===== src/rtl/sd_dev_cmd_layer.sv =====
// SD device command layer: receives 48-bit host commands on the CMD line
// and transmits a 48-bit response frame after the host requests one.
//
// Ports:
//   clk, rst                  system clock, async active-high reset
//   i_locked                  platform ready, gates command reception
//   i_phy_clk                 SD bus clock, edge-detected on clk
//   i_sd_cmd_in               CMD line input, sampled on phy rise
//   o_sd_cmd_dir/o_sd_cmd_out CMD line drive enable/value, updated on phy fall
//   o_cmd_stb                 one-clk pulse, command fields valid
//   o_cmd_index/o_cmd_arg     received command fields (held)
//   o_cmd_crc_err             CRC7 mismatch on the last command
//   o_cmd_frame_err           bad transmission or end bit on the last command
//   i_rsp_stb/i_rsp_index/i_rsp_arg  response request and fields
//   o_rsp_busy                response pending or being sent
//   o_rsp_done                one-clk pulse, response end bit sent
//   o_rsp_timeout             one-clk pulse, no response request in time
module sd_dev_cmd_layer #(
  parameter int NCR_MIN = 2,
  parameter int NCR_MAX = 64
) (
  input  logic        clk,
  input  logic        rst,
  input  logic        i_locked,
  input  logic        i_phy_clk,
  input  logic        i_sd_cmd_in,
  output logic        o_sd_cmd_dir,
  output logic        o_sd_cmd_out,
  output logic        o_cmd_stb,
  output logic [5:0]  o_cmd_index,
  output logic [31:0] o_cmd_arg,
  output logic        o_cmd_crc_err,
  output logic        o_cmd_frame_err,
  input  logic        i_rsp_stb,
  input  logic [5:0]  i_rsp_index,
  input  logic [31:0] i_rsp_arg,
  output logic        o_rsp_busy,
  output logic        o_rsp_done,
  output logic        o_rsp_timeout
);

  localparam int CW = $clog2(NCR_MAX + 1) + 1;
  localparam logic [CW-1:0] NCR_MAX_M1 = CW'(NCR_MAX - 1);
  localparam logic [CW-1:0] NCR_MIN_C  = CW'(NCR_MIN);

  typedef enum logic [2:0] {
    S_IDLE,
    S_RX,
    S_RSP_WAIT,
    S_RSP_PAD,
    S_TX,
    S_TX_END
  } state_t;

  function automatic logic [6:0] f_crc7(input logic [39:0] d);
    logic [6:0] c;
    logic       fb;
    c = '0;
    for (int i = 39; i >= 0; i--) begin
      fb = d[i] ^ c[6];
      c  = {c[5:0], 1'b0};
      if (fb) c = c ^ 7'h09;
    end
    return c;
  endfunction

  state_t        r_state, w_state;
  logic          r_phy_prev;
  logic          r_init;
  logic [5:0]    r_bitcnt, w_bitcnt;
  logic [47:0]   r_sr, w_sr;
  logic          r_rx_done, w_rx_done;
  logic [CW-1:0] r_ncr, w_ncr;
  logic [47:0]   r_tx_sr, w_tx_sr;
  logic          r_dir, w_dir;
  logic          r_out, w_out;
  logic          r_cmd_stb, w_cmd_stb;
  logic [5:0]    r_cmd_index, w_cmd_index;
  logic [31:0]   r_cmd_arg, w_cmd_arg;
  logic          r_crc_err, w_crc_err;
  logic          r_frame_err, w_frame_err;
  logic          r_rsp_done, w_rsp_done;
  logic          r_rsp_to, w_rsp_to;

  logic          w_rise, w_fall;
  logic [CW-1:0] w_ncr_inc;
  logic [6:0]    w_rx_crc;
  logic [39:0]   w_tx_body;
  logic          w_crc_bad, w_frm_bad;

  // r_init holds strobes off until r_phy_prev has seen the real clock level
  assign w_rise = r_init & i_phy_clk & ~r_phy_prev;
  assign w_fall = r_init & ~i_phy_clk & r_phy_prev;

  // rise count since the command end bit, saturating
  assign w_ncr_inc = (&r_ncr) ? r_ncr : r_ncr + 1'b1;

  assign w_rx_crc  = f_crc7(r_sr[47:8]);
  assign w_crc_bad = (w_rx_crc != r_sr[7:1]);
  assign w_frm_bad = ~r_sr[46] | ~r_sr[0];
  assign w_tx_body = {2'b00, i_rsp_index, i_rsp_arg};

  always_ff @(posedge clk or posedge rst) begin
    if (rst) begin
      r_state     <= S_IDLE;
      r_phy_prev  <= 1'b0;
      r_init      <= 1'b0;
      r_bitcnt    <= '0;
      r_sr        <= '0;
      r_rx_done   <= 1'b0;
      r_ncr       <= '0;
      r_tx_sr     <= '1;
      r_dir       <= 1'b0;
      r_out       <= 1'b1;
      r_cmd_stb   <= 1'b0;
      r_cmd_index <= '0;
      r_cmd_arg   <= '0;
      r_crc_err   <= 1'b0;
      r_frame_err <= 1'b0;
      r_rsp_done  <= 1'b0;
      r_rsp_to    <= 1'b0;
    end else begin
      r_state     <= w_state;
      r_phy_prev  <= i_phy_clk;
      r_init      <= 1'b1;
      r_bitcnt    <= w_bitcnt;
      r_sr        <= w_sr;
      r_rx_done   <= w_rx_done;
      r_ncr       <= w_ncr;
      r_tx_sr     <= w_tx_sr;
      r_dir       <= w_dir;
      r_out       <= w_out;
      r_cmd_stb   <= w_cmd_stb;
      r_cmd_index <= w_cmd_index;
      r_cmd_arg   <= w_cmd_arg;
      r_crc_err   <= w_crc_err;
      r_frame_err <= w_frame_err;
      r_rsp_done  <= w_rsp_done;
      r_rsp_to    <= w_rsp_to;
    end
  end

  always_comb begin
    w_state     = r_state;
    w_bitcnt    = r_bitcnt;
    w_sr        = r_sr;
    w_rx_done   = r_rx_done;
    w_ncr       = r_ncr;
    w_tx_sr     = r_tx_sr;
    w_dir       = r_dir;
    w_out       = r_out;
    w_cmd_stb   = 1'b0;
    w_cmd_index = r_cmd_index;
    w_cmd_arg   = r_cmd_arg;
    w_crc_err   = r_crc_err;
    w_frame_err = r_frame_err;
    w_rsp_done  = 1'b0;
    w_rsp_to    = 1'b0;
    unique case (r_state)
      S_IDLE: begin
        if (w_rise && i_locked && !i_sd_cmd_in) begin
          w_state   = S_RX;
          w_bitcnt  = 6'd1;
          w_sr      = '0;
          w_rx_done = 1'b0;
        end
      end
      S_RX: begin
        if (!i_locked) begin
          w_state = S_IDLE;
        end else if (r_rx_done) begin
          w_cmd_stb   = 1'b1;
          w_cmd_index = r_sr[45:40];
          w_cmd_arg   = r_sr[39:8];
          w_crc_err   = w_crc_bad;
          w_frame_err = w_frm_bad;
          w_state     = (w_crc_bad || w_frm_bad) ? S_IDLE : S_RSP_WAIT;
        end else if (w_rise) begin
          w_sr     = {r_sr[46:0], i_sd_cmd_in};
          w_bitcnt = r_bitcnt + 6'd1;
          if (r_bitcnt == 6'd47) begin
            w_rx_done = 1'b1;
            w_ncr     = '0;
          end
        end
      end
      S_RSP_WAIT: begin
        if (i_rsp_stb) begin
          w_tx_sr = {w_tx_body, f_crc7(w_tx_body), 1'b1};
          w_state = S_RSP_PAD;
          if (w_rise) w_ncr = w_ncr_inc;
        end else if (w_rise) begin
          if (r_ncr == NCR_MAX_M1) begin
            w_rsp_to = 1'b1;
            w_state  = S_IDLE;
          end else begin
            w_ncr = w_ncr_inc;
          end
        end
      end
      S_RSP_PAD: begin
        if (w_rise) w_ncr = w_ncr_inc;
        if (w_fall && r_ncr >= NCR_MIN_C) begin
          w_state  = S_TX;
          w_dir    = 1'b1;
          w_out    = r_tx_sr[47];
          w_tx_sr  = {r_tx_sr[46:0], 1'b1};
          w_bitcnt = 6'd1;
        end
      end
      S_TX: begin
        if (w_fall) begin
          w_out    = r_tx_sr[47];
          w_tx_sr  = {r_tx_sr[46:0], 1'b1};
          w_bitcnt = r_bitcnt + 6'd1;
          if (r_bitcnt == 6'd47) w_state = S_TX_END;
        end
      end
      S_TX_END: begin
        if (w_fall) begin
          w_dir      = 1'b0;
          w_out      = 1'b1;
          w_rsp_done = 1'b1;
          w_state    = S_IDLE;
        end
      end
      default: w_state = S_IDLE;
    endcase
  end

  assign o_sd_cmd_dir    = r_dir;
  assign o_sd_cmd_out    = r_out;
  assign o_cmd_stb       = r_cmd_stb;
  assign o_cmd_index     = r_cmd_index;
  assign o_cmd_arg       = r_cmd_arg;
  assign o_cmd_crc_err   = r_crc_err;
  assign o_cmd_frame_err = r_frame_err;
  assign o_rsp_done      = r_rsp_done;
  assign o_rsp_timeout   = r_rsp_to;
  assign o_rsp_busy      = (r_state == S_RSP_PAD) ||
                           (r_state == S_TX) ||
                           (r_state == S_TX_END);

endmodule


===== config.mk =====
export PLATFORM = sky130hd
export DESIGN_NAME = sd_dev_cmd_layer
export DESIGN_NICKNAME = d
export VERILOG_FILES = /design/src/rtl/sd_dev_cmd_layer.sv
export SDC_FILE = /design/constraint.sdc
export NUM_CORES = 1
export LEC_CHECK = 0
export ABC_AREA = 1
export CORE_MARGIN = 2
export CORE_UTILIZATION = 50
export DETAILED_ROUTE_END_ITERATION = 8
export PLACE_DENSITY_LB_ADDON = 0.12
export SKIP_LAST_GASP = 1
export SLEW_MARGIN = 20
export SYNTH_ARGS = -nofsm -noshare
export SYNTH_HDL_FRONTEND = slang
export SYNTH_SLANG_ARGS = --single-unit
export TNS_END_PERCENT = 100

===== constraint.sdc =====
create_clock -name clk -period 10.6 [get_ports clk]
set_input_delay 2.12 -clock clk [delete_from_list [all_inputs] [get_ports clk]]
set_output_delay 2.12 -clock clk [all_outputs]
set_load 0.005 [all_outputs]

[Yosys cells after proc, flatten, opt, wreduce, memory -nomap -nowiden]
Cells that the tools add are included.
Cells by class
  add/sub/neg operators: 2
  order comparisons: 1
  equality and inequality tests: 22
  multiplexer cells: 217
  bitwise gates (word level): 164
  reduce and logical (&&, ||, !) cells: 24
Operators with widths (count)
  $mux 7: 78
  $mux 48: 7
  $mux 4: 79
  $not 2->2: 78
  $pmux 48 s3: 1
  $pmux 48 s2: 1
  $xor 1x1->1: 74
  $mux 8: 9
  $mux 6: 6
  $mux 3: 10
  $pmux 6 s4: 1
  $pmux 8 s3: 1
  $ne 2x2->1 const B: 10
  $mux 1: 19
  $pmux 3 s6: 1
  $reduce_and 8->1: 2
  $reduce_and 7->1: 2
  $ne 3x3->1 const B: 4
  $reduce_and 3->1: 3
  $reduce_bool 3->1: 3
  $add 8x1->8 const B: 1
  $eq 8x6->1 const B: 1
  $ge 8x2->1 const B: 1
  $reduce_and 4->1: 2
  20 further kinds: 36
Storage, ports and cells
  register bits after elaboration: 161
  output and inout port bits: 46

[Depth between registers and ports, before layout]
  depth in word-level cells: 158
  depth in mapped cells: 33

[Worst setup path before layout]
No wires, ideal clock.
  path type: in2reg
  start point: in i_rsp_index[5]
  end point: reg r_tx_sr[5]
  arrival: 4.360 ns
  data required time: 10.520 ns
  path slack: 6.160 ns
  cell stages on the path: 15
  path buffers: 0
  path through: xnor2_1 xor2_2 xor2_2 xor2_1 xnor2_1 xor2_1 xor2_1 xor2_1 inv_1 nand2_1 nand2_1 nand2_1 nand3_1 nand2_1 o21ai_1
Between the ends
  word-level cells in the longest chain between the ends: 106
Ends and longest elaborated chain
  start, declared: line 35  | input logic [5:0] i_rsp_index,
  $xor 1x1->1 (*): line 60  | fb = d[i] ^ c[6];
  $mux 4 (*): line 62  | if (fb) c = c ^ 7'h09;
  $mux 7 (*): line 188  | if (i_rsp_stb) begin
  $mux 7 (*): line 159  | unique case (r_state)
  $mux 7 (*): line 188
  $mux 7 (*): line 159
  $mux 7 (*): line 188
  $mux 7 (*): line 159
  [90 not listed]
  $mux 7 (*): line 188
  $mux 7 (*): line 159
  $not 2->2 (no line) / $xor 1x1->1 (equally long branches)
  $mux 4 (*): line 62
  $mux 7 (*): line 188
  $mux 7 (*): line 159
  $mux 48 (*): line 188
  $pmux 48 s3 (*): line 159
  end signal, assigned: line 130  | r_tx_sr <= w_tx_sr;
  end, declared: line 74  | logic [47:0] r_tx_sr, w_tx_sr;
Mark *: on every way between the ends. The rest lies on a longest branch, timed or not. The select of a mux whose other input is x is not followed.
A chain may end at the register's enable or synchronous reset.

[Final worst setup path]
  start point: in i_phy_clk
  end point: reg r_bitcnt[5]
Between the ends
  word-level cells in the longest chain between the ends: 6
Ends and longest elaborated chain
  start, declared: line 25  | input logic i_phy_clk,
  $and 1x1->1 / $not 1->1 (equally long branches): line 92, 93
  $and 1x1->1, on equally long branches: line 92, 93
  $logic_and 1x1->1 / $and 1x1->1 (equally long branches): line 161, 93
  $logic_and 1x1->1, on equally long branches: line 161, 203
  $ne 2x2->1 (no line)
  $reduce_and 7->1 (no line) (*)
  end signal, assigned: line 126  | r_bitcnt <= w_bitcnt;
  end, declared: line 70  | logic [5:0] r_bitcnt, w_bitcnt;
Mark *: on every way between the ends. The rest lies on a longest branch, timed or not.

==> results_dict.tcl <==
set metrics [dict create \
    grt_pass1_vias 7766 \
    core_area_mm2 0.0180 \
    routed_via_density 5.16 \
    fin_skew_ps 7.63 \
    ys_types 36 \
    finalSetupTns_ps 0 \
    cts_buffers 17 \
    worstPathArrival_ps 5300 \
    avgSynthCellArea_um2 7.37 \
    drv_slew 0 \
    multi_input_area_mm2 0.00437 \
    ys_seq_elements 160 \
    grt_first_pass_wirelength_mm 36.6 \
    synth_seq_area_share_pct 44.4 \
    hp-start "r_tx_sr[6]" \
    globalRouteOverflowTotal 0 \
    hold_buffers 0 \
    drcViolationCount 0 \
    dp_hpwl_mm 15.1 \
    finalHoldWorstSlack_ps 465 \
    tightest_slew_ps 987 \
    antenna_found_initial 0 \
    cp-start-kind "primary input" \
    regArea_mm2 0.00406 \
    drive_gt1_share_pct 8.11 \
    yosysTopAreaCellShare_pct 30.6 \
    rows 49 \
    fin_nets 1366 \
    dieHeight_um 139 \
    period_share_pct 46.6 \
    syn_area_mm2 0.00915 \
    hold_depth 2 \
    finalCriticalPeriod_ps 4940 \
    rsz0062_at_grt "false" \
    fmax_mhz 203 \
    clock_latency_ps 430 \
    setup_viol 0 \
    wl_mm 21.1 \
    ff2ff_setup_slack_ps 6870 \
    min_path_type "reg2reg" \
    maxCapViolCount 0 \
    syn_nets 1288 \
    postCtsSetupBuffers 0 \
    cts_root_buf "clkbuf_16" \
    power_leakage_nw 5.21 \
    r2r_cells 12 \
    die_area_mm2 0.0194 \
    cts_max_path_buffers 2 \
    crit_path_end_kind "flop" \
    die_width_um 139 \
    max_slew_margin_pct 33.6 \
    post_drt_wl_per_cell_um 13.5 \
    powerDensity_mw_per_mm2 248 \
    gp_congestion 0.871 \
    syn_inst 1241 \
    required_ps 10960 \
    cts_num_sinks 160 \
    status "complete, no violations" \
    clk_pin_slew_worst_paths_ps 60 \
    syn_to_final_growth_pct 18.0 \
    synth_warnings 0 \
    utilization_pct 60.1 \
    io_pins 90 \
    track_usage_pct 22.7 \
    synth_top_area_cell "dfrtp_1" \
    postRouteAntennaNets 0 \
    path_class "in2reg" \
    htreeDepth 4 \
    post_cts_resized 0 \
    cts_tree "done" \
    fill_cells 1720 \
    peakVddDrop_mv 0.152 \
    drt-initial-drc-count 430 \
    diodes 0 \
    crit_fanout 8 \
    drtPass1Iterations 5 \
    synth_area_leaders "dfrtp_1 (31%), nand2_1 (17%), dfstp_2 (14%)" \
    start_util_pct 50.9 \
    portBuffers 89 \
    hold-path-endpoint "r_tx_sr[6]" \
    num_vias 8057 \
    finalHoldViolCount 0 \
    grt_max_degree 89 \
    crit-reg2reg-capture "r_tx_sr[1]" \
    timing.rr.start "r_state[1]" \
]
-- synth_stat cells --
library cell / instances
xor2_2: 13
o31ai_1: 17
clkbuf_4: 1
nor4_1: 5
clkbuf_1: 32
a31oi_1: 1
conb_1: 1
and3_1: 2
ha_1: 3
xnor2_1: 11
a311oi_1: 1
o21ai_1: 2
xor2_1: 27
xnor2_2: 2
nand2_1: 426
nor2_1: 70
o2111ai_1: 3
nor3_1: 12
o22ai_1: 52
dfrtp_1: 112
o211ai_1: 2
nand2_2: 3
nor3b_1: 1
o311ai_0: 1
clkbuf_8: 1
inv_1: 153
buf_6: 2
or2_2: 1
o21a_1: 2
dfstp_2: 48
nand3_1: 107
a21oi_1: 13
a32o_1: 1
nor2_4: 1
o21ai_0: 110
o41ai_1: 2
-- state kept, by name, indices dropped and copies added, names as in the netlist --
name             flops
o_rsp_done           1
o_sd_cmd_dir         1
o_cmd_frame_err      1
r_tx_sr             47
o_cmd_crc_err        1
r_ncr                8
r_bitcnt             6
r_rx_done            1
r_sr                48
o_cmd_stb            1
r_init               1
r_state              3
r_phy_prev           1
o_rsp_timeout        1
o_sd_cmd_out         1
o_cmd_index          6
o_cmd_arg           32
-- layout by cell type (no fill, tap or decap), types with 3 or more instances in the layout --
cell type        synthesis  routed
nor4_1                   5       5
clkinv_2                 0       4
ha_1                     3       3
dfrtp_1                112     112
o2111ai_1                3       3
buf_4                    0       5
clkinvlp_4               0       4
a21oi_1                 13      13
nand3_1                107     107
xor2_2                  13      13
nor3_1                  12      12
xnor2_1                 11      11
clkdlybuf4s50_1          0      89
clkbuf_16                0      17
nor2_1                  70      68
nand2_1                426     425
clkinv_4                 0       3
inv_1                  153     152
o31ai_1                 17      17
o21ai_0                110     110
nor2_4                   1       3
o22ai_1                 52      52
xor2_1                  27      27
dfstp_2                 48      48
nand2_2                  3       4
-- kinds of logic after synthesis --
group	count (synthesis)	share of synthesized area [%]
buffers and inverters	189	8.07
other	1	0.0410
XOR/XNOR	53	6.30
flip-flops	160	44.4
AO/OA/AOI/OAI	207	13.0
AND/OR/NAND/NOR	628	27.8
adder cells (fa/ha/maj)	3	0.410
-- cell type report --
class,count,area share [%]
clock buffer,19,4.01
timing repair buffer,95,8.85
sequential,160,37.6
clock inverter,13,1.07
multi-input combinational,892,40.4
inverter,153,5.36
tap,229,2.65
-- how the worst max path moves through the flow --
stage	startpoint	slack, ps	cells past startpoint	endpoint
final	i_phy_clk	5660	10	r_bitcnt[5]
after global routing	i_phy_clk	5310	10	r_bitcnt[5]
after CTS	i_rsp_index[3]	5680	22	r_tx_sr[4]
after detailed placement	i_rsp_index[3]	5240	22	r_tx_sr[4]
after global placement	i_rsp_index[3]	5340	22	r_tx_sr[4]
after floorplan	rst	4240	1	o_cmd_arg[0]
-- where the power goes --
| group | total [mW] | switching [mW] | internal [mW] |
|---|---|---|---|
| clock network | 0.577 | 0.254 | 0.323 |
| registers | 0.905 | 0.0851 | 0.820 |
| logic | 1.19 | 0.714 | 0.478 |
-- critical path, cell delays in order --
cell and delay (ps):
clkdlybuf4s50_1 500, nand3_1 280, o311ai_0 630, nand2_1 170, nor4_1 780, inv_1 210
nor3_1 250, nand2_1 110, a21oi_1 140, o21a_1 120
-- per-stage QoR --
stage / power (mW) / instance area (µm²) / cells / worst slack (ps)
after floorplan: 1.76 / 9150 / 1241 / 4240
after global placement: 2.07 / 10200 / 1528 / 5340
after detailed placement: 2.09 / 10200 / 1528 / 5240
after CTS: 2.67 / 10800 / 1560 / 5680
after global routing: 2.89 / 10800 / 1561 / 5310
final: 2.67 / 10800 / 1561 / 5660
-- layer usage --
metal	up-vias	GRT usage (%)	wire length (µm)
met5	-	0	0
met4	0	7.28	384
met1	3725	31.2	10200
met3	29	3.72	704
met2	149	37.0	9880
li1	4154	-	-
(Power assumes the default switching activity.)
